`src/rtl/inscache_pkg.sv`:
```
// Shared constants and FSM encoding for the instruction cache.
package inscache_pkg;

    localparam int LINE_BYTES     = 16;
    localparam int WORDS_PER_LINE = 4;
    localparam int OFFSET_W       = 4;
    localparam int LINE_BITS      = LINE_BYTES * 8;

    typedef enum logic {
        ST_IDLE = 1'b0,
        ST_FILL = 1'b1
    } state_t;

endpackage

```
`src/rtl/inscache_array.sv`:
```
// Tag, valid and data storage for the instruction cache.
// Two combinational line read ports, one word write port and one tag/valid strobe.
module inscache_array
    import inscache_pkg::*;
#(
    parameter int INDEX_W = 5,
    parameter int TAG_W   = 32 - OFFSET_W - INDEX_W
) (
    input  logic                 clk_i,
    input  logic                 srst_i,
    input  logic [INDEX_W-1:0]   idx_a_i,
    output logic                 valid_a_o,
    output logic [TAG_W-1:0]     tag_a_o,
    output logic [LINE_BITS-1:0] line_a_o,
    input  logic [INDEX_W-1:0]   idx_b_i,
    output logic                 valid_b_o,
    output logic [TAG_W-1:0]     tag_b_o,
    output logic [LINE_BITS-1:0] line_b_o,
    input  logic                 word_we_i,
    input  logic [INDEX_W-1:0]   word_idx_i,
    input  logic [1:0]           word_sel_i,
    input  logic [31:0]          word_data_i,
    input  logic                 tag_we_i,
    input  logic [INDEX_W-1:0]   tag_idx_i,
    input  logic [TAG_W-1:0]     tag_data_i
);

    localparam int LINES = 1 << INDEX_W;

    logic [LINES-1:0] valid_q;
    logic [TAG_W-1:0] tag_q [LINES];

    always_ff @(posedge clk_i) begin
        if (srst_i) begin
            valid_q <= '0;
        end else if (tag_we_i) begin
            valid_q[tag_idx_i] <= 1'b1;
        end
    end

    always_ff @(posedge clk_i) begin
        if (tag_we_i) begin
            tag_q[tag_idx_i] <= tag_data_i;
        end
    end

    assign valid_a_o = valid_q[idx_a_i];
    assign valid_b_o = valid_q[idx_b_i];
    assign tag_a_o   = tag_q[idx_a_i];
    assign tag_b_o   = tag_q[idx_b_i];

    // One storage array per word column so each fill handshake writes a single word.
    for (genvar gi = 0; gi < WORDS_PER_LINE; gi++) begin : g_word
        logic [31:0] word_q [LINES];

        always_ff @(posedge clk_i) begin
            if (word_we_i && (word_sel_i == 2'(gi))) begin
                word_q[word_idx_i] <= word_data_i;
            end
        end

        assign line_a_o[gi*32 +: 32] = word_q[idx_a_i];
        assign line_b_o[gi*32 +: 32] = word_q[idx_b_i];
    end

endmodule

```
`src/rtl/inscache.sv`:
```
// Direct-mapped instruction cache: 32-bit window at any halfword PC, zero-latency hits,
// line fills of four words from the memory controller.
module inscache
    import inscache_pkg::*;
#(
    parameter int INDEX_W = 5
) (
    input  logic        clk_in,
    input  logic        rst_in,
    input  logic        rdy_in,
    input  logic [31:0] out_PC,
    input  logic        ask_for,
    output logic        give_you,
    output logic [31:0] g_ins,
    output logic        mem_ask,
    output logic [31:0] mem_addr,
    input  logic        mem_give,
    input  logic [31:0] mem_data
);

    localparam int TAG_W  = 32 - OFFSET_W - INDEX_W;
    localparam int LINE_W = 32 - OFFSET_W;

    state_t            state_q, state_d;
    logic [1:0]        w_q, w_d;
    logic [LINE_W-1:0] base_q, base_d;

    logic [LINE_W-1:0]    line_num_a, line_num_b;
    logic [2:0]           k, k_next;
    logic                 valid_a, valid_b;
    logic [TAG_W-1:0]     tag_a, tag_b;
    logic [LINE_BITS-1:0] line_a, line_b;
    logic [15:0]          lo, hi;
    logic                 hit_a, hit_b, need2, hit;
    logic                 word_we, tag_we;
    logic                 unused_ok;

    // PC+2 only leaves the current line when k==7.
    assign k          = out_PC[3:1];
    assign k_next     = k + 3'd1;
    assign line_num_a = out_PC[31:4];
    assign line_num_b = line_num_a + LINE_W'(k == 3'd7);

    inscache_array #(
        .INDEX_W (INDEX_W),
        .TAG_W   (TAG_W)
    ) u_array (
        .clk_i       (clk_in),
        .srst_i      (rst_in),
        .idx_a_i     (line_num_a[INDEX_W-1:0]),
        .valid_a_o   (valid_a),
        .tag_a_o     (tag_a),
        .line_a_o    (line_a),
        .idx_b_i     (line_num_b[INDEX_W-1:0]),
        .valid_b_o   (valid_b),
        .tag_b_o     (tag_b),
        .line_b_o    (line_b),
        .word_we_i   (word_we),
        .word_idx_i  (base_q[INDEX_W-1:0]),
        .word_sel_i  (w_q),
        .word_data_i (mem_data),
        .tag_we_i    (tag_we),
        .tag_idx_i   (base_q[INDEX_W-1:0]),
        .tag_data_i  (base_q[LINE_W-1:INDEX_W])
    );

    assign lo    = line_a[{k, 4'b0000} +: 16];
    assign hi    = (k == 3'd7) ? line_b[15:0] : line_a[{k_next, 4'b0000} +: 16];
    assign hit_a = valid_a && (tag_a == line_num_a[LINE_W-1:INDEX_W]);
    assign hit_b = valid_b && (tag_b == line_num_b[LINE_W-1:INDEX_W]);
    // A compressed instruction in the last halfword never needs the next line.
    assign need2 = (k == 3'd7) && (lo[1:0] == 2'b11);
    assign hit   = hit_a && (!need2 || hit_b);

    assign g_ins    = {hi, lo};
    assign give_you = !rst_in && rdy_in && ask_for && hit && (state_q == ST_IDLE);
    assign mem_ask  = (state_q == ST_FILL);
    assign mem_addr = mem_ask ? {base_q, w_q, 2'b00} : 32'd0;

    assign unused_ok = ^{out_PC[0], line_b[LINE_BITS-1:16]};

    always_comb begin
        state_d = state_q;
        w_d     = w_q;
        base_d  = base_q;
        word_we = 1'b0;
        tag_we  = 1'b0;
        case (state_q)
            ST_IDLE: begin
                if (rdy_in && ask_for && !hit) begin
                    state_d = ST_FILL;
                    w_d     = 2'd0;
                    base_d  = hit_a ? line_num_b : line_num_a;
                end
            end
            ST_FILL: begin
                // The latched line always completes, whatever the PC does meanwhile.
                if (rdy_in && mem_give) begin
                    word_we = 1'b1;
                    if (w_q == 2'd3) begin
                        tag_we  = 1'b1;
                        state_d = ST_IDLE;
                        w_d     = 2'd0;
                    end else begin
                        w_d = w_q + 2'd1;
                    end
                end
            end
            default: state_d = ST_IDLE;
        endcase
    end

    always_ff @(posedge clk_in) begin
        if (rst_in) begin
            state_q <= ST_IDLE;
            w_q     <= 2'd0;
            base_q  <= '0;
        end else begin
            state_q <= state_d;
            w_q     <= w_d;
            base_q  <= base_d;
        end
    end

endmodule

```
`config.mk`:
```
export PLATFORM = sky130hd
export DESIGN_NAME = inscache
export DESIGN_NICKNAME = d
export VERILOG_FILES = /design/src/rtl/inscache_pkg.sv /design/src/rtl/inscache_array.sv /design/src/rtl/inscache.sv
export SDC_FILE = /design/constraint.sdc
export NUM_CORES = 2
export LEC_CHECK = 0
export BUFFER_PORTS_ARGS = -buffer_cell sky130_fd_sc_hd__buf_2
export CELL_PAD_IN_SITES_DETAIL_PLACEMENT = 1
export CELL_PAD_IN_SITES_GLOBAL_PLACEMENT = 2
export CORE_ASPECT_RATIO = 0.8
export CORE_UTILIZATION = 51
export CTS_CLUSTER_SIZE = 10
export DETAILED_ROUTE_END_ITERATION = 7
export HOLD_SLACK_MARGIN = 0.05
export PLACE_DENSITY_LB_ADDON = 0.1
export SLEW_MARGIN = 20
export SYNTH_ARGS = -nofsm -noshare
export SYNTH_HDL_FRONTEND = slang
export SYNTH_MEMORY_MAX_BITS = 65536
export SYNTH_SLANG_ARGS = --single-unit
```
`constraint.sdc`:
```
create_clock -name clk_in -period 5.88 [get_ports clk_in]
set_input_delay 0.882 -clock clk_in [delete_from_list [all_inputs] [get_ports clk_in]]
set_output_delay 0.882 -clock clk_in [all_outputs]
set_load 0.005 [all_outputs]
```
After elaboration in Yosys (flattened, before gate mapping)
Memories as Yosys holds them, arrays and structs flattened.
Cells that the tools add are included.
- add/subtract/negate cells: 3
- $mul: 0
- divide/modulo/power cells: 0
- order comparisons: 4
- equal/unequal tests: 9
- shifts and indexed selects: 2
- multiplexer cells: 32
- bitwise gates (word level): 2
- reductions and logical operators: 23
- operators with widths (operator ; count):
    $shiftx A128 B8 Y16 ; 2
    $eq A23 B23 Y1 ; 2
    $mux W32 ; 1
    $or A32 B32 Y32 ; 1
    $add A28 B1 Y28 ; 1
    $mux W28 ; 1
    $mux W1 ; 21
    $lt A5 B6 Y1 const B ; 3
    $logic_and A1 B1 Y1 ; 16
    $mux W16 ; 1
    $bmux W1 S5 ; 2
    $eq A2 B2 Y1 const B ; 3
    $mux W2 ; 3
    $demux W1 S5 ; 1
    $ge A5 B1 Y1 const B ; 1
    $ne A2 B1 Y1 const B ; 2
    $pmux W2 S2 ; 1
    $reduce_and A2 Y1 ; 2
    $add A3 B1 Y3 const B ; 1
    $eq A3 B3 Y1 const B ; 1
    $logic_not A1 Y1 ; 3
    $add A2 B1 Y2 const B ; 1
    $eq A2 B1 Y1 const B ; 1
    $logic_not A2 Y1 ; 1
    other kinds (3) ; 3
- flip-flop bits (word level): 63
- bits in latches: 0
- memory bits (writable): 4832
- ROM bits: 0
- input bits: 69
- output and inout port bits: 66
- logic and storage cells: 84
- memories kept: 5
- memory list (name ; depth ; bits a word ; read ports ; clocked after Yosys merged registers in ; wr ports ; line ; text):
    u_array.g_word[0].word_q ; 32 ; 32 ; 2 ; 0 ; 1 ; inscache_array.sv:54 ; logic [31:0] word_q [LINES];
    u_array.g_word[1].word_q ; 32 ; 32 ; 1 ; 0 ; 1 ; inscache_array.sv:54 ;
    u_array.g_word[2].word_q ; 32 ; 32 ; 1 ; 0 ; 1 ; inscache_array.sv:54 ;
    u_array.g_word[3].word_q ; 32 ; 32 ; 1 ; 0 ; 1 ; inscache_array.sv:54 ;
    u_array.tag_q ; 32 ; 23 ; 2 ; 0 ; 1 ; inscache_array.sv:31 ; logic [TAG_W-1:0] tag_q [LINES];

Depth between registers and ports, before layout
- word-level depth: 11
- mapped depth: 21
- gate-level depth less buffers: 15

Cells and area by module
A second synthesis with hierarchy kept.
- cells, all modules: 10817
- area, all modules: 222216.9 um^2
- modules (own cells, without submodules) (module ; instances ; cells each ; area an instance (um^2) ; sequential area each (um^2)):
    inscache_array ; 1 ; 10213 ; 216567.7 ; 145739.8
    inscache ; 1 ; 604 ; 5649.2 ; 620.6

Worst setup path before layout
OpenSTA, ideal clock, no wires.
- kind: input to output
- from: in out_PC[1]
- to: out give_you
- data arrival time: 4.373 ns
- data required time: 4.998 ns
- path slack: 0.625 ns
- cell stages on the path: 17
- path buffers: 5
- path through: ha_1 -> ha_1 -> buf_4 -> xor2_4 -> buf_6 -> buf_6 -> buf_6 -> mux4_2 -> a221oi_1 -> mux2i_1 -> nand2_1 -> xnor2_1 -> nor4_1 -> nand4_1 -> a41o_1 -> buf_2 -> nor4_1
- word-level cells in the longest chain between the ends: 9
- elaborated cells on any way between the ends: 15
- those cells by class: add/sub (1); eq/ne (3); shift (1); mux (2); reduce/logical (7); memory (1)
- RTL lines (element ; line ; text):
    start, declared ; inscache.sv:11 ; input logic [31:0] out_PC,
    $eq A3 B3 Y1 ; inscache.sv:42, inscache.sv:72 ;
    $add A28 B1 Y28 ; inscache.sv:42 ; assign line_num_b = line_num_a + LINE_W'(k == 3'd7);
    $mem_v2 Z32 W23 or $bmux W1 S5 (tied branches) ; -- ;
    $eq A23 B23 Y1 or $mux W1 (tied branches) ; inscache.sv:70, inscache_array.sv:48 ;
    $logic_and A1 B1 Y1 ; inscache.sv:70 ; assign hit_b = valid_b && (tag_b == line_num_b[LINE_W-1:INDEX_W]);
    $logic_or A1 B1 Y1 * ; inscache.sv:73 ; assign hit = hit_a && (!need2 || hit_b);
    $logic_and A1 B1 Y1 * ; inscache.sv:73 ;
    $logic_and A1 B1 Y1 * (2 in series) ; inscache.sv:76 ; assign give_you = !rst_in && rdy_in && ask_for && hit && (state_q == ST_IDLE);
    end, declared ; inscache.sv:13 ; output logic give_you,
Every way passes the cells marked *; elsewhere a longest branch is shown, timed or not. The select of a mux whose other input is x is not followed.

Worst setup path in the final report
- from: in out_PC[2]
- to: out give_you
The elaborated chain is that of the path after synthesis.

==> results.md <==
- Status: finished with violations
- Failing checks: setup timing
- Area of the multi-input gates: 54,300 um2
- Commonest non-fill, non-tap cells in the layout: 4,832 x edfxtp_1, 1,775 x mux4_2, 765 x buf_4
- Most common cell after layout, fill and taps aside: edfxtp_1
- Drt pass-1 iters: 6
- Max_cap viols: 0
- Fill cells: 32,300
- CTS HTree Levels: 6
- Pin count of the biggest net entering global routing: 129
- Hold_ws: 0.188 ns
- Clock Sinks: 4,895
- Crit path largest cell delay: 1.04 ns
- Critical path launch point type: input pin
- Number of vias per cell: 6.99
- Reg area: 146,000 um2
- Post-synth EDFFs: 4,832
- Vias post-DR: 108,000
- Total negative setup slack: -0.159 ns
- Clk_lat worst skew: 1.09 ns
- Hold WC Path Type: in2reg
- Final hold vios: 0
- CTS tree: built
- WL final: 651,000 um
- Critical path peak fanout: 13
- Dpl hpwl: 383,000 um
- First-pass GRT wire length: 893,000 um
- Endpoint class of the critical path: output pin
- Final ANT Viol Nets: 0
- Final setup violation count: 1
- Critical path class: in2out
- Clock slew at reported path FFs: 0.06 ns
- Crit path cell chain: buf_2 > ha_4 > ha_4 > buf_12 > buf_6 > nand3b_1 > and2_4 > buf_4 > mux2i_1 > buf_4 > nand3_1 > nand4_1 > a2111oi_0 > o21ai_0 > nand4_1 > nor4_4 > buf_4 > nand4_1 > a41o_1 > nor4_2 > buf_2
- Port bufs: 131
- Peak supply drop: 0.000332 V
- Residual DRC: 0
- Arr. time, crit path: 5.16 ns
- Die W: 706 um
- Worst rel slew slack: 0.223
- Max Fclk: 166 MHz
- LEAKAGE: 73.6 nW
- Pwr/cell area: 325 nW/um2
- Vias in the first global route: 111,000
- Ratio of final minimum period to clock period: 1.03
- Die area: 399,000 um2
- Root buf cell: clkbuf_16
- Synth Register Bits: 4,895
- Gr ovfl total: 0
- Post-route setup slack: -0.159 ns
- # IOs: 135
- Mapped Area: 202,000 um2
- RSZ-0062 raised after global routing: true
- GP Congestion: 0.896
- Drt wl/cell: 42.0 um
- Mean post-synth cell area: 21.8 um2
- Pins Over Slew Limit: 0
- Hold bufs inserted after CTS: 0
- Slowest-stage cell, CP: a2111oi_0
- Worst Skew: 0.0658 ns
- Worst-Margin Slew: 1.14 ns
- Cell Rows: 206
- Core footprint: 394,000 um2
- CTS Buf Count: 564
- Tmin final: 6.04 ns
- Fraction of registers with async set/reset: 0
- Yosys warns: 0
- Sequential-to-total area share from yosys stat: 0.724
- Chip Height: 565 um
- Layout cell share with drive strength beyond 1: 0.360
- Gate Count Post-Synth: 9,255
- Main synth FF type: edfxtp_1
- DRT iter0 DRCs: 16,500
- Netlist cell types: 88
- Worst Path Required: 5.00 ns
- GR Util All Layers: 0.324
- Initial antenna violation count: 33
- Synth-to-layout area growth: 14.5%
- CTS Buffer Depth: 4
- Nets@finish: 10,300
- Initial Util: 0.513
## worst max-delay path: cells and delay by family
family,cells,cell delay (ns)
compound gates,3,1.54
simple gates,8,1.14
buf+inv,7,1.09
fa+ha+maj,2,0.37
mux,1,0.10
## per-layer routing
metal	global-route usage	part of all wire
met5	0	0.00075
met4	0.109	0.038
met1	0.476	0.40
met2	0.491	0.46
met3	0.0673	0.10
## logic make-up (layout without fill, tap and decap cells)
family | Yosys count | after routing | share of synthesized area
AOI/OAI and AO/OA | 464 | 464 | 0.0165
xor gates and xnor gates | 91 | 91 | 0.00411
adders and majority gates | 7 | 7 | 0.000433
buffers and inverters | 631 | 1684 | 0.0155
DFF | 4895 | 4895 | 0.724
muxes | 2168 | 2168 | 0.217
other | 1 | 10 | 0.0000185
and+or+nand+nor | 998 | 998 | 0.0223
## state kept, by name, indices dropped and copies added (netlist names)
name / count
base_q: 28
mem_ask: 1
u_array.g_word.word_q: 4096
u_array.tag_q: 736
u_array.valid_q: 32
w_q: 2
## worst paths after layout
| kind | slack, ns | cells after the start | endpoint | from |
|---|---|---|---|---|
| setup reg to reg | 1.49 | 11 | base_q[18]$_SDFFE_PP0P_ | u_array.g_word[0].word_q[7][0]$_DFFE_PP_ |
| hold / removal | 0.19 | 4 | mem_ask$_SDFF_PP0_ | mem_give |
| setup / recovery | -0.16 | 21 | give_you | out_PC[2] |
| hold reg to reg | 0.52 | 2 | u_array.valid_q[5]$_SDFFE_PP0P_ | u_array.valid_q[5]$_SDFFE_PP0P_ |
## what timing repair did
action | in CTS | in global routing
setup endpoints to repair | 10 | 8
gates cloned | 2 | 1
gates resized for setup | 80 | 9
pin swaps | 21 | 4
setup buffers | 24 | 0
## cell type report
class	count	share of cell area
well taps	5200	0.0281
repair buffers	1000	0.0386
flip-flops and latches	4895	0.632
inverters	12	0.000259
diodes	8	0.0000864
multi-input cells	3730	0.234
clock buffers	617	0.0631
clock inverters	55	0.00344
## power breakdown
part / internal (W) / switching (W) / leakage [nW]
Combinational: 0.00233 / 0.00338 / 22.0
Sequential: 0.0384 / 0.0000974 / 44.1
Clock: 0.0175 / 0.0136 / 7.52
## Yosys cell counts (30+ instances only)
library cell / count / area, um2
nor3_1: 30 / 150
dfxtp_1: 63 / 1260
and2_1: 43 / 269
o21ai_0: 49 / 245
o22ai_1: 60 / 375
nand3_1: 141 / 706
a22oi_1: 34 / 255
a21oi_1: 93 / 465
a31oi_1: 33 / 206
mux2i_1: 367 / 3670
nor2_1: 291 / 1090
nand2_1: 355 / 1330
buf_4: 57 / 428
buf_2: 240 / 1200
xor2_1: 43 / 377
a221oi_1: 33 / 289
clkbuf_1: 223 / 837
edfxtp_1: 4832 / 145000
xnor2_1: 45 / 394
and3_1: 44 / 275
mux4_2: 1775 / 40000
buf_1: 70 / 263
## stage by stage
stage / area (um2) / total power, W / cells / util / setup WS [ns]
2_1_floorplan: 202000 / 0.0420 / 9256 / - / 0.625
6_report: 232000 / 0.0753 / 15500 / 0.588 / -0.159
3_3_place_gp: 215000 / 0.0447 / 14800 / 0.546 / -1.05
5_1_grt: 232000 / 0.0769 / 15500 / 0.588 / -0.204
4_1_cts: 231000 / 0.0756 / 15500 / 0.587 / 0.00813
3_5_place_dp: 215000 / 0.0448 / 14800 / 0.547 / -1.06
(Power assumes the default switching activity.)
